`config.mk`:
```
export PLATFORM = sky130hd
export DESIGN_NAME = swo_uart_rx
export DESIGN_NICKNAME = d
export VERILOG_FILES = /design/src/rtl/swo_rx_pkg.sv /design/src/rtl/swo_rx_sync.sv /design/src/rtl/swo_uart_rx.sv
export SDC_FILE = /design/constraint.sdc
export NUM_CORES = 1
export LEC_CHECK = 0
export CAP_MARGIN = 20
export CORE_UTILIZATION = 39
export CTS_BUF_LIST = sky130_fd_sc_hd__clkbuf_8
export DETAILED_ROUTE_END_ITERATION = 16
export SYNTH_ARGS = -nofsm -noshare
export SYNTH_HDL_FRONTEND = slang
export SYNTH_HIERARCHICAL = 1
export SYNTH_SLANG_ARGS = --single-unit
```
`constraint.sdc`:
```
create_clock -name uart_clk -period 2.1 [get_ports uart_clk]
set_input_delay 0.315 -clock uart_clk [delete_from_list [all_inputs] [get_ports uart_clk]]
set_output_delay 0.315 -clock uart_clk [all_outputs]
set_load 0.005 [all_outputs]
```
`src/rtl/swo_rx_pkg.sv`:
```
// Shared encodings and limits for the SWO UART receiver (swo_uart_rx, swo_rx_sync).
// Pure constants and types, no logic and no latency of its own.
package swo_rx_pkg;

  typedef enum logic [1:0] {
    ST_IDLE  = 2'd0,
    ST_START = 2'd1,
    ST_DATA  = 2'd2,
    ST_STOP  = 2'd3
  } rx_state_e;

  localparam int MIN_DATA_BITS = 5;
  localparam int MIN_DIV       = 3;

  // I_stop_bits codes that select two stop bits; all other codes mean one.
  localparam logic [1:0] STOP_CFG_TWO   = 2'd2;
  localparam logic [1:0] STOP_CFG_THREE = 2'd3;

endpackage

```
`src/rtl/swo_rx_sync.sv`:
```
// SWO pin synchronizer + falling-edge detect; 2-cycle latency, no backpressure.
// SWO_RX_MAJORITY_EN adds a 3-tap window so smp_o is the 2-of-3 vote of the last three line values.
module swo_rx_sync (
  input  logic uart_clk,
  input  logic reset_i,
  input  logic swo_i,
  output logic smp_o,
  output logic fall_o
);

  logic sync1_q, sync1_d;
  logic sync2_q, sync2_d;
  logic prev_q, prev_d;

  always_comb begin
    sync1_d = swo_i;
    sync2_d = sync1_q;
    prev_d  = sync2_q;
  end

  // Reset to the idle line level so releasing reset never looks like a start edge.
  always_ff @(posedge uart_clk or posedge reset_i) begin
    if (reset_i) begin
      sync1_q <= 1'b1;
      sync2_q <= 1'b1;
      prev_q  <= 1'b1;
    end else begin
      sync1_q <= sync1_d;
      sync2_q <= sync2_d;
      prev_q  <= prev_d;
    end
  end

  assign fall_o = prev_q & ~sync2_q;

`ifdef SWO_RX_MAJORITY_EN
  logic prev2_q, prev2_d;

  assign prev2_d = prev_q;

  always_ff @(posedge uart_clk or posedge reset_i) begin
    if (reset_i) prev2_q <= 1'b1;
    else         prev2_q <= prev2_d;
  end

  assign smp_o = (sync2_q & prev_q) | (sync2_q & prev2_q) | (prev_q & prev2_q);
`else
  assign smp_o = sync2_q;
`endif

endmodule

```
`src/rtl/swo_uart_rx.sv`:
```
// SWO UART-framed receiver: strobes O_data_valid/O_framing_error 1 cycle after the last stop sample (+1 with
// SWO_RX_MAJORITY_EN); no backpressure, every strobe is a single cycle and the consumer must take it.
module swo_uart_rx
  import swo_rx_pkg::*;
#(
  parameter int pDATA_MAX  = 8,
  parameter int pDIV_WIDTH = 8
) (
  input  logic                  uart_clk,
  input  logic                  reset_i,
  input  logic                  I_swo_enable,
  input  logic [pDIV_WIDTH-1:0] I_bitrate_div,
  input  logic [1:0]            I_stop_bits,
  input  logic [3:0]            I_data_bits,
  input  logic                  I_swo,
  output logic [pDATA_MAX-1:0]  O_data,
  output logic                  O_data_valid,
  output logic                  O_framing_error,
  output logic                  O_busy
);

  localparam int NW = $clog2(pDATA_MAX + 1);

  logic smp, fall, smp_evt, cnt_zero, err_n;
  logic [pDIV_WIDTH-1:0] pm1_cfg, h_m1_cfg;
  logic [NW-1:0]         nb_cfg;
  logic                  two_stop_cfg;

  rx_state_e             state_q, state_d;
  logic [pDIV_WIDTH-1:0] cnt_q, cnt_d;
  logic [pDIV_WIDTH-1:0] pm1_q, pm1_d;
  logic [NW-1:0]         nb_q, nb_d;
  logic [NW-1:0]         idx_q, idx_d;
  logic                  two_stop_q, two_stop_d;
  logic                  sidx_q, sidx_d;
  logic                  err_q, err_d;
  logic [pDATA_MAX-1:0]  sh_q, sh_d;
  logic [pDATA_MAX-1:0]  data_q, data_d;
  logic                  vld_q, vld_d;
  logic                  ferr_q, ferr_d;

  swo_rx_sync u_sync (
    .uart_clk (uart_clk),
    .reset_i  (reset_i),
    .swo_i    (I_swo),
    .smp_o    (smp),
    .fall_o   (fall)
  );

  assign cnt_zero = (cnt_q == '0);

`ifdef SWO_RX_MAJORITY_EN
  // The vote needs the line one cycle past cnt==0, so the sample is acted on a cycle later.
  logic evt_q, evt_d;
  assign evt_d   = (state_q != ST_IDLE) && cnt_zero && I_swo_enable;
  assign smp_evt = evt_q;

  always_ff @(posedge uart_clk or posedge reset_i) begin
    if (reset_i) evt_q <= 1'b0;
    else         evt_q <= evt_d;
  end
`else
  assign smp_evt = (state_q != ST_IDLE) && cnt_zero;
`endif

  // Frame configuration as it would be latched at a start edge.
  always_comb begin
    pm1_cfg  = (I_bitrate_div < pDIV_WIDTH'(MIN_DIV)) ? pDIV_WIDTH'(MIN_DIV) : I_bitrate_div;
    h_m1_cfg = (pm1_cfg >> 1) + pDIV_WIDTH'(pm1_cfg[0]) - pDIV_WIDTH'(1);
    if (int'(I_data_bits) < MIN_DATA_BITS)  nb_cfg = NW'(MIN_DATA_BITS);
    else if (int'(I_data_bits) > pDATA_MAX) nb_cfg = NW'(pDATA_MAX);
    else                                    nb_cfg = NW'(I_data_bits);
    two_stop_cfg = (I_stop_bits == STOP_CFG_TWO) || (I_stop_bits == STOP_CFG_THREE);
  end

  always_comb begin
    state_d    = state_q;
    cnt_d      = cnt_q;
    pm1_d      = pm1_q;
    nb_d       = nb_q;
    idx_d      = idx_q;
    two_stop_d = two_stop_q;
    sidx_d     = sidx_q;
    err_d      = err_q;
    sh_d       = sh_q;
    data_d     = data_q;
    vld_d      = 1'b0;
    ferr_d     = 1'b0;
    err_n      = err_q | ~smp;

    if (state_q == ST_IDLE) begin
      if (fall && I_swo_enable) begin
        pm1_d      = pm1_cfg;
        nb_d       = nb_cfg;
        two_stop_d = two_stop_cfg;
        cnt_d      = h_m1_cfg;
        state_d    = ST_START;
      end
    end else begin
      cnt_d = cnt_zero ? pm1_q : cnt_q - pDIV_WIDTH'(1);
    end

    if (smp_evt) begin
      case (state_q)
        ST_START: begin
          idx_d   = '0;
          state_d = smp ? ST_IDLE : ST_DATA;
        end
        ST_DATA: begin
          sh_d = {smp, sh_q[pDATA_MAX-1:1]};
          if (idx_q == nb_q - NW'(1)) begin
            sidx_d  = 1'b0;
            err_d   = 1'b0;
            state_d = ST_STOP;
          end else begin
            idx_d = idx_q + NW'(1);
          end
        end
        ST_STOP: begin
          err_d = err_n;
          if (sidx_q == two_stop_q) begin
            state_d = ST_IDLE;
            if (err_n) begin
              ferr_d = 1'b1;
            end else begin
              vld_d  = 1'b1;
              data_d = sh_q >> (pDATA_MAX - int'(nb_q));
            end
          end else begin
            sidx_d = 1'b1;
          end
        end
        default: ;
      endcase
    end

    // Disabling abandons any partial frame without reporting it.
    if (!I_swo_enable) begin
      state_d = ST_IDLE;
      vld_d   = 1'b0;
      ferr_d  = 1'b0;
      data_d  = data_q;
    end
  end

  always_ff @(posedge uart_clk or posedge reset_i) begin
    if (reset_i) begin
      state_q    <= ST_IDLE;
      cnt_q      <= '0;
      pm1_q      <= '0;
      nb_q       <= '0;
      idx_q      <= '0;
      two_stop_q <= 1'b0;
      sidx_q     <= 1'b0;
      err_q      <= 1'b0;
      sh_q       <= '0;
      data_q     <= '0;
      vld_q      <= 1'b0;
      ferr_q     <= 1'b0;
    end else begin
      state_q    <= state_d;
      cnt_q      <= cnt_d;
      pm1_q      <= pm1_d;
      nb_q       <= nb_d;
      idx_q      <= idx_d;
      two_stop_q <= two_stop_d;
      sidx_q     <= sidx_d;
      err_q      <= err_d;
      sh_q       <= sh_d;
      data_q     <= data_d;
      vld_q      <= vld_d;
      ferr_q     <= ferr_d;
    end
  end

  assign O_data          = data_q;
  assign O_data_valid    = vld_q;
  assign O_framing_error = ferr_q;
  assign O_busy          = (state_q != ST_IDLE);

endmodule

```
Yosys cells after proc, flatten, opt, wreduce, memory -nomap -nowiden

Cells that the tools add are included.

Bits in registers: 50
Input port bits: 18
Output and inout port bits: 11
Word-level logic and storage cells: 84

Add/sub/neg operators: 6
Magnitude comparators: 3
Equal/unequal tests: 11
Shift operators: 1
Mux-type cells: 30
Bitwise gates (word level): 4
Reductions and logical operators: 14

Operators by type and width:

| cell                  | number |
|---|---|
| $mux W8               | 4 |
| $shr A8 B32 Y8        | 1 |
| $sub A8 B1 Y8 const B | 2 |
| $mux W2               | 7 |
| $mux W1               | 12 |
| $mux W4               | 3 |
| $add A7 B1 Y8         | 1 |
| $eq A2 B2 Y1 const B  | 4 |
| $logic_not A8 Y1      | 1 |
| $lt A8 B2 Y1 const B  | 1 |
| $pmux W4 S2           | 1 |
| $ne A2 B2 Y1 const B  | 3 |
| $pmux W2 S3           | 1 |
| $reduce_and A3 Y1     | 2 |
| $reduce_bool A2 Y1    | 3 |
| $reduce_and A5 Y1     | 1 |
| $sub A4 B4 Y5 const A | 1 |
| $add A4 B1 Y4 const B | 1 |
| $eq A4 B4 Y1          | 1 |
| $gt A4 B4 Y1 const B  | 1 |
| $lt A4 B3 Y1 const B  | 1 |
| $pmux W1 S2           | 2 |
| $reduce_and A2 Y1     | 2 |
| $reduce_and A4 Y1     | 1 |
| other kinds (10)      | 12 |

Logic depth before layout (Yosys ltp)

Gate-level depths: netlist (run 1).

Depth in word-level cells: 9
Gate-level depth with buffers: 11
Depth with buffers taken out: 11

Hierarchy

The synthesis (run 1) kept the hierarchy.

Modules (own cells, without submodules):

| module      | instances | cells an instance | area each (µm²) | sequential area each (µm²) |
|---|---|---|---|---|
| swo_uart_rx | 1         | 294               | 2770.2          | 1176.1 |
| swo_rx_sync | 1         | 5                 | 96.3            | 78.8 |

Least setup slack after synthesis (run 1)

Ideal clock, no wire load.

Path type: register to register
From: register nb_q[0]
To: register data_q[3] (netlist: O_data[3])
Library setup time: 121 ps
Arrival time: 2166 ps
Required time: 1979 ps
Path slack: -187 ps
Stages on the path, launching flop included: 9
Path buffers: 2
Clock period less this slack: 2287 ps
Cell sequence: dfrtp_1 -> buf_2 -> inv_1 -> ha_1 -> clkbuf_1 -> mux4_2 -> nand2_1 -> nand3_1 -> a22o_1

Longest elaborated chain between the ends: 2

RTL lines:

| what                   | RTL line           | RTL |
|---|---|---|
| from (decl)            | swo_uart_rx.sv:32  | `logic [NW-1:0] nb_q, nb_d;` |
| from (signal assigned) | swo_uart_rx.sv:164 | `nb_q <= nb_d;` |
| $sub A4 B4 Y5          | swo_uart_rx.sv:127 | `data_d = sh_q >> (pDATA_MAX - int'(nb_q));` |
| $shr A8 B32 Y8         | swo_uart_rx.sv:127 |  |
| to (signal assigned)   | swo_uart_rx.sv:170 | `data_q <= data_d;` |
| to (decl)              | swo_uart_rx.sv:38  | `logic [pDATA_MAX-1:0] data_q, data_d;` |

No other way between the ends.
A chain may end at the register's enable or synchronous reset.

Final worst setup path (run 1)

From: register cnt_q[3]
To: register idx_q[3]

Longest elaborated chain between the ends: 3

RTL lines:

| what                        | RTL line           | RTL |
|---|---|---|
| from (decl)                 | swo_uart_rx.sv:30  | `logic [pDIV_WIDTH-1:0] cnt_q, cnt_d;` |
| from (signal assigned)      | swo_uart_rx.sv:162 | `cnt_q <= cnt_d;` |
| $logic_not A8 Y1            | swo_uart_rx.sv:50  | `assign cnt_zero = (cnt_q == '0);` |
| $logic_and A1 B1 Y1         | swo_uart_rx.sv:63  | `assign smp_evt = (state_q != ST_IDLE) && cnt_zero;` |
| $reduce_and A3 Y1 (no line) | n/a                |  |
| to (signal assigned)        | swo_uart_rx.sv:165 | `idx_q <= idx_d;` |
| to (decl)                   | swo_uart_rx.sv:33  | `logic [NW-1:0] idx_q, idx_d;` |

No other way between the ends.

==> impl_metrics.json, run 1 <==
{
  "use_met1": 0.2524,
  "required_ps": 2280,
  "period_needed_ps": 2025,
  "ios": 29,
  "die_w_um": 87.73,
  "tns_ps": 0,
  "setup_ws_ps": 74.75,
  "final-max-slew-violation-count": 0,
  "status": "completed",
  "async_flop_share": 1.000,
  "hold_class": "input port to flip-flop",
  "seqPwrFrac": 0.437,
  "ys_seq_area_frac": 0.4378,
  "clk-insertion-delay-late_ps": 300,
  "path_max_fanout": 4,
  "hold_violations": 0,
  "grt_pass1_wl_um": 11070,
  "cts_tree": "built",
  "ir_drop_uv": 350.4,
  "synth_compound_area_frac": 0.1484,
  "wl_per_cell_um": 14.48,
  "cp-end-kind": "flip-flop",
  "period_share": 0.9644,
  "antenna_found_initial": 0,
  "core_sq_mm": 0.006944,
  "fmax_ghz": 0.4938,
  "place_ws_ps": -465.5,
  "drc_errors": 0,
  "cts-root-buf": "clkbuf_8",
  "antenna_left": 0,
  "grt_max_degree": 31,
  "drive_gt1_frac": 0.2444,
  "syn_nets": 323,
  "ys_types": 58,
  "die_h_um": 87.73,
  "die_area_sq_mm": 0.007697,
  "finalClockSkew_ps": 14.18,
  "powerDensity_mw_per_mm2": 715.4,
  "maxCapViolCount": 0,
  "crit_type": "flip-flop to flip-flop",
  "synth_ff_type": "dfrtp_1",
  "p_clk_frac": 0.267,
  "gr-usage-all-layers": 0.1856,
  "power_leakage_uw": 0.001635,
  "cts_num_sinks": 50,
  "use_met2": 0.3023,
  "grt-ovfl-total": 0,
  "synth_edf_count": 0,
  "start_kind": "flip-flop",
  "tightest_slew_ps": 438.0,
  "clockBufferDepth": 2,
  "power.switching_uw": 818.0,
  "num_rows": 30,
  "clkTransAtPathRegs_ps": 100,
  "synth_mux_area_frac": 0.08293,
  "nets": 383,
  "hold_slack_ps": 324.3,
  "n_antenna_cell": 0,
  "vias": 2361,
  "wl_um": 6605,
  "rsz0062_at_grt": "false",
  "gp_congestion": 0.8458,
  "setup_violations": 0,
  "h-tree-depth": 2,
  "synth_top_family_by_area": "simple AND/OR/NAND/NOR gates",
  "start_util": 0.4128,
  "yosys.area.top_type": "dfrtp_1",
  "area_growth_pct": 28.46,
  "hpwlAfterDp_um": 4827,
  "drt_first_pass_iters": 4,
  "swShare": 0.3105,
  "use_met3": 0.03110,
  "vias_per_cell": 5.178,
  "synth-adder-area-share": 0.02619,
  "yosys.area_share.xor_xnor": 0.04758,
  "yosysWarnings": 6,
  "synth.ff_latch_count": 50,
  "placed_cells": 444,
  "p_comb_frac": 0.296,
  "ys_top_cells_by_area": "dfrtp_1, nand2_1, o21ai_0, mux2_2, xnor2_1",
  "yosys.area_share.simple": 0.2187,
  "io_buffers": 27,
  "syn_area_per_cell_sq_um": 9.587,
  "synth_top_area_share": 0.4103,
  "fin_cells": 456,
  "syn_area_sq_mm": 0.002866,
  "synthCells": 299,
  "worst_ep_arrival_time_ps": 2200,
  "top_usage_layer": "met2",
  "grt_pass1_vias": 2258,
  "p_int_uw": 1816,
  "max_slew_margin": 0.7076,
  "drt_iter0_drc": 95,
  "cts_buffers": 5
}
## final cells by class
| cell class | instances | area (sq um) |
|---|---|---|
| clock buffer | 6 | 82.58 |
| clock inverter | 2 | 33.78 |
| fill | 647 | 3262 |
| inverter | 10 | 37.54 |
| multi-input combinational | 226 | 1567 |
| sequential | 50 | 1257 |
| tap | 96 | 120.1 |
| timing repair buffer | 66 | 584.3 |
## placed cells by master, fill, tap and decap left out, drive strengths merged, types with 10 or more instances in the layout
cell type and count:
nand3 14, a21oi 10, mux2 10, o21ai 23, inv 11, buf 39, xnor2 10, dfrtp 47
nand2 51, nor2 21, clkdlybuf4s50 22
## sequential cells by signal, summed over array words and instances, names as in the netlist
register,flops
u_sync/sync1_q,1
sh_q,8
O_framing_error,1
sidx_q,1
u_sync/smp_o,1
cnt_q,8
pm1_q,8
O_data_valid,1
u_sync/prev_q,1
O_data,8
state_q,2
nb_q,4
err_q,1
two_stop_q,1
idx_q,4
## path summary, 6_finish.rpt
kind / from / to / slack [ps] / depth (start not counted)
min reg2reg: u_sync/sync1_q$_DFF_PP1_ / u_sync/smp_o$_DFF_PP1_ / 360 / 0
min: I_bitrate_div[7] / pm1_q[7]$_DFFE_PP0P_ / 320 / 3
max reg2reg: cnt_q[3]$_DFFE_PP0P_ / idx_q[3]$_DFFE_PP0P_ / 70 / 5
max: cnt_q[3]$_DFFE_PP0P_ / idx_q[3]$_DFFE_PP0P_ / 70 / 5
max in group asynchronous: reset_i / state_q[0]$_DFF_PP0_ / 1230 / 3
min in group asynchronous: reset_i / pm1_q[6]$_DFFE_PP0P_ / 350 / 2
## power groups by stage
stage	logic [uW]	registers, uW	clock network (uW)
floorplan	489	1150	0
detailed placement	744	1170	0
finish	779	1150	704
global placement	738	1160	0
global route	878	1160	763
CTS	757	1150	723
## synth_stat cells, types with 4 or more instances
master / count
nand3_1: 14
dfrtp_1: 47
inv_1: 10
o211ai_1: 6
a21oi_1: 10
mux2_2: 10
mux2i_1: 8
nor3_1: 6
nand2b_1: 5
nor2_1: 19
clkbuf_1: 6
nor3b_1: 4
nand2_1: 50
xnor2_1: 10
a22o_1: 4
o21ai_0: 23
ha_1: 6
## per-stage QoR
stage                     total power (uW)  cell area, sq um    util
after detailed placement              1910              3467  0.4993
final                                 2634              3682  0.5303
after CTS                             2627              3623  0.5218
after floorplan                       1644              2878       -
after global placement                1901              3467  0.4993
after global routing                  2805              3682  0.5303
## per-layer routing
| layer | wire length (um) | up-vias | share of wire |
|---|---|---|---|
| li1 | - | 1185 | - |
| met1 | 3162 | 1125 | 0.48 |
| met2 | 3161 | 47 | 0.48 |
| met3 | 206 | 4 | 0.031 |
| met4 | 75 | 0 | 0.011 |
| met5 | 0 | - | 0 |
## critical path, stage by stage (launching register included)
cell      delay (ps)
dfrtp_2          450
or4_4            560
or2_1            270
or3_4            370
o221ai_2         160
nand3_1           90
## cells by family after synthesis
logic type / after synthesis
adders and majority gates: 6
xor gates and xnor gates: 14
muxes: 20
buffers and inverters: 23
and+or+nand+nor: 123
DFF: 50
AOI/OAI and AO/OA: 63
## repair_timing
action                     CTS  global route
hold buffers                 0             0
setup endpoints to repair    7            18
pin swaps                    4             3
buffers inserted             4             0
resized for setup            7            17
No activity file was read; power rests on OpenSTA's default activity.
==> inputs of run 2 (changes only) <==
- CTS_CLUSTER_DIAMETER: not set -> 30
==> results of run 2 <==
No change in the layout: final DEF, timing and power equal those of run 1.
==> inputs of run 3 (changes only) <==
- CORE_UTILIZATION: 39 -> 53
- PLACE_DENSITY: not set -> 0.78
==> run 3 against run 2 <==
Non-clock buffer count unchanged. Total power down 0.26%. Register-to-register slack got worse by 30 ps. Sequential power is essentially flat. Worst setup slack got worse by 30 ps.
==> impl_metrics.json, run 3 (synthesized netlist as in run 1, its figures left out) <==
{
  "status": "completed",
  "n_antenna_cell": 0,
  "place_ws_ps": -438.6,
  "drc_errors": 0,
  "crit_type": "flip-flop to flip-flop",
  "setup_violations": 0,
  "fmax_ghz": 0.4866,
  "path_max_fanout": 3,
  "mostFrequentLayoutCells": "nand2_1, dfrtp_1, buf_4, clkdlybuf4s50_1, o21ai_0",
  "worstRegToRegCells": 7,
  "drt_iter0_drc": 166,
  "hpwlAfterDp_um": 4740,
  "gp_congestion": 0.9072,
  "clk-insertion-delay-late_ps": 320,
  "fin_cells": 430,
  "antenna_found_initial": 0,
  "multi_input_area_sq_mm": 0.001575,
  "period_share": 0.9787,
  "final-max-slew-violation-count": 0,
  "grt-ovfl-total": 0,
  "num_rows": 26,
  "regArea_sq_mm": 0.001256,
  "start_util": 0.5542,
  "drive_gt1_frac": 0.2444,
  "max_slew_margin": 0.7112,
  "cp-end-kind": "flip-flop",
  "cts_tree": "built",
  "required_ps": 2300,
  "grt_pass1_vias": 2273,
  "vias_per_cell": 5.833,
  "worst_ep_arrival_time_ps": 2250,
  "grt_pass1_wl_um": 10520,
  "antenna_left": 0,
  "die_h_um": 75.54,
  "io_buffers": 27,
  "ios": 29,
  "hold_class": "input port to asynchronous set/reset pin",
  "tns_ps": 0,
  "route.met2.wl_um": 3020,
  "final_common_cell": "nand2_1",
  "clockBufferDepth": 2,
  "core_sq_mm": 0.005172,
  "grt_max_degree": 30,
  "cts-root-buf": "clkbuf_8",
  "start_kind": "flip-flop",
  "powerDensity_mw_per_mm2": 720.2,
  "power_leakage_uw": 0.001612,
  "nets": 383,
  "h-tree-depth": 2,
  "cts_hold_buffers": 0,
  "area_growth_pct": 27.28,
  "wl_per_cell_um": 15.55,
  "cts_num_sinks": 50,
  "setup_ws_ps": 44.78,
  "cts_buffers": 5,
  "die_area_sq_mm": 0.005706,
  "period_needed_ps": 2055,
  "drt_first_pass_iters": 4,
  "vias": 2508,
  "final.fill_count": 375,
  "wl_um": 6687,
  "maxCapViolCount": 0,
  "ir_drop_uv": 464.7,
  "wl_met1_um": 3096,
  "met3_length_um": 472,
  "gr-usage-all-layers": 0.2514,
  "clkTransAtPathRegs_ps": 100,
  "placed_cells": 419,
  "hold_violations": 0,
  "tightest_slew_ps": 432.6,
  "highest_layer": "met4",
  "die_w_um": 75.54,
  "finalClockSkew_ps": 11.01
}
## run 3: metal layers
metal  global-route usage  vias up
li1                     -     1193
met1               0.3701     1217
met2               0.3631       90
met3              0.05291        8
met4              0.09877        0
met5                    0        -
## run 3: where the power goes
group | leakage, uW | internal [uW] | switching [uW]
Sequential | 0.000649 | 1060 | 96.9
Clock | 0.0000504 | 354 | 338
Combinational | 0.000913 | 379 | 402
## run 3: layout make-up
type / instances / share of cell area
multi-input cells: 226 / 0.4318
flip-flops and latches: 50 / 0.3443
repair buffers: 66 / 0.1584
well taps: 70 / 0.02401
clock buffers: 5 / 0.01886
clock inverters: 3 / 0.01235
inverters: 10 / 0.01029
## run 3: critical path, stage by stage (launching register included)
cell      delay [ps]
dfrtp_1          400
inv_2             80
ha_4             130
or3b_2           470
or2_1            250
or3_1            370
o221ai_2         140
nand3_1          100
## run 3: timing repair
action	in CTS	in global routing
pin swaps	3	2
setup endpoints to repair	5	12
gates resized for setup	4	17
buffers inserted	3	0
## run 3: stage by stage
step,area [sq um],hold WS (ps),utilization,total power [uW]
floorplan,2878,248.3,-,1644
global placement,3442,347.0,0.6655,1877
detailed placement,3442,348.5,0.6655,1898
CTS,3585,346.7,0.6930,2608
global route,3649,368.4,0.7054,2765
finish,3649,330.3,0.7054,2628
## run 3: worst paths after layout
| check | start | endpoint | slack [ps] |
|---|---|---|---|
| min in group uart_clk | u_sync/sync1_q$_DFF_PP1_ | u_sync/smp_o$_DFF_PP1_ | 360 |
| max in group asynchronous | reset_i | state_q[0]$_DFF_PP0_ | 1250 |
| max reg2reg | cnt_q[0]$_DFFE_PP0P_ | idx_q[3]$_DFFE_PP0P_ | 40 |
| max | cnt_q[0]$_DFFE_PP0P_ | idx_q[3]$_DFFE_PP0P_ | 40 |
| min reg2reg | u_sync/sync1_q$_DFF_PP1_ | u_sync/smp_o$_DFF_PP1_ | 360 |
| min | reset_i | sh_q[7]$_DFFE_PP0P_ | 330 |
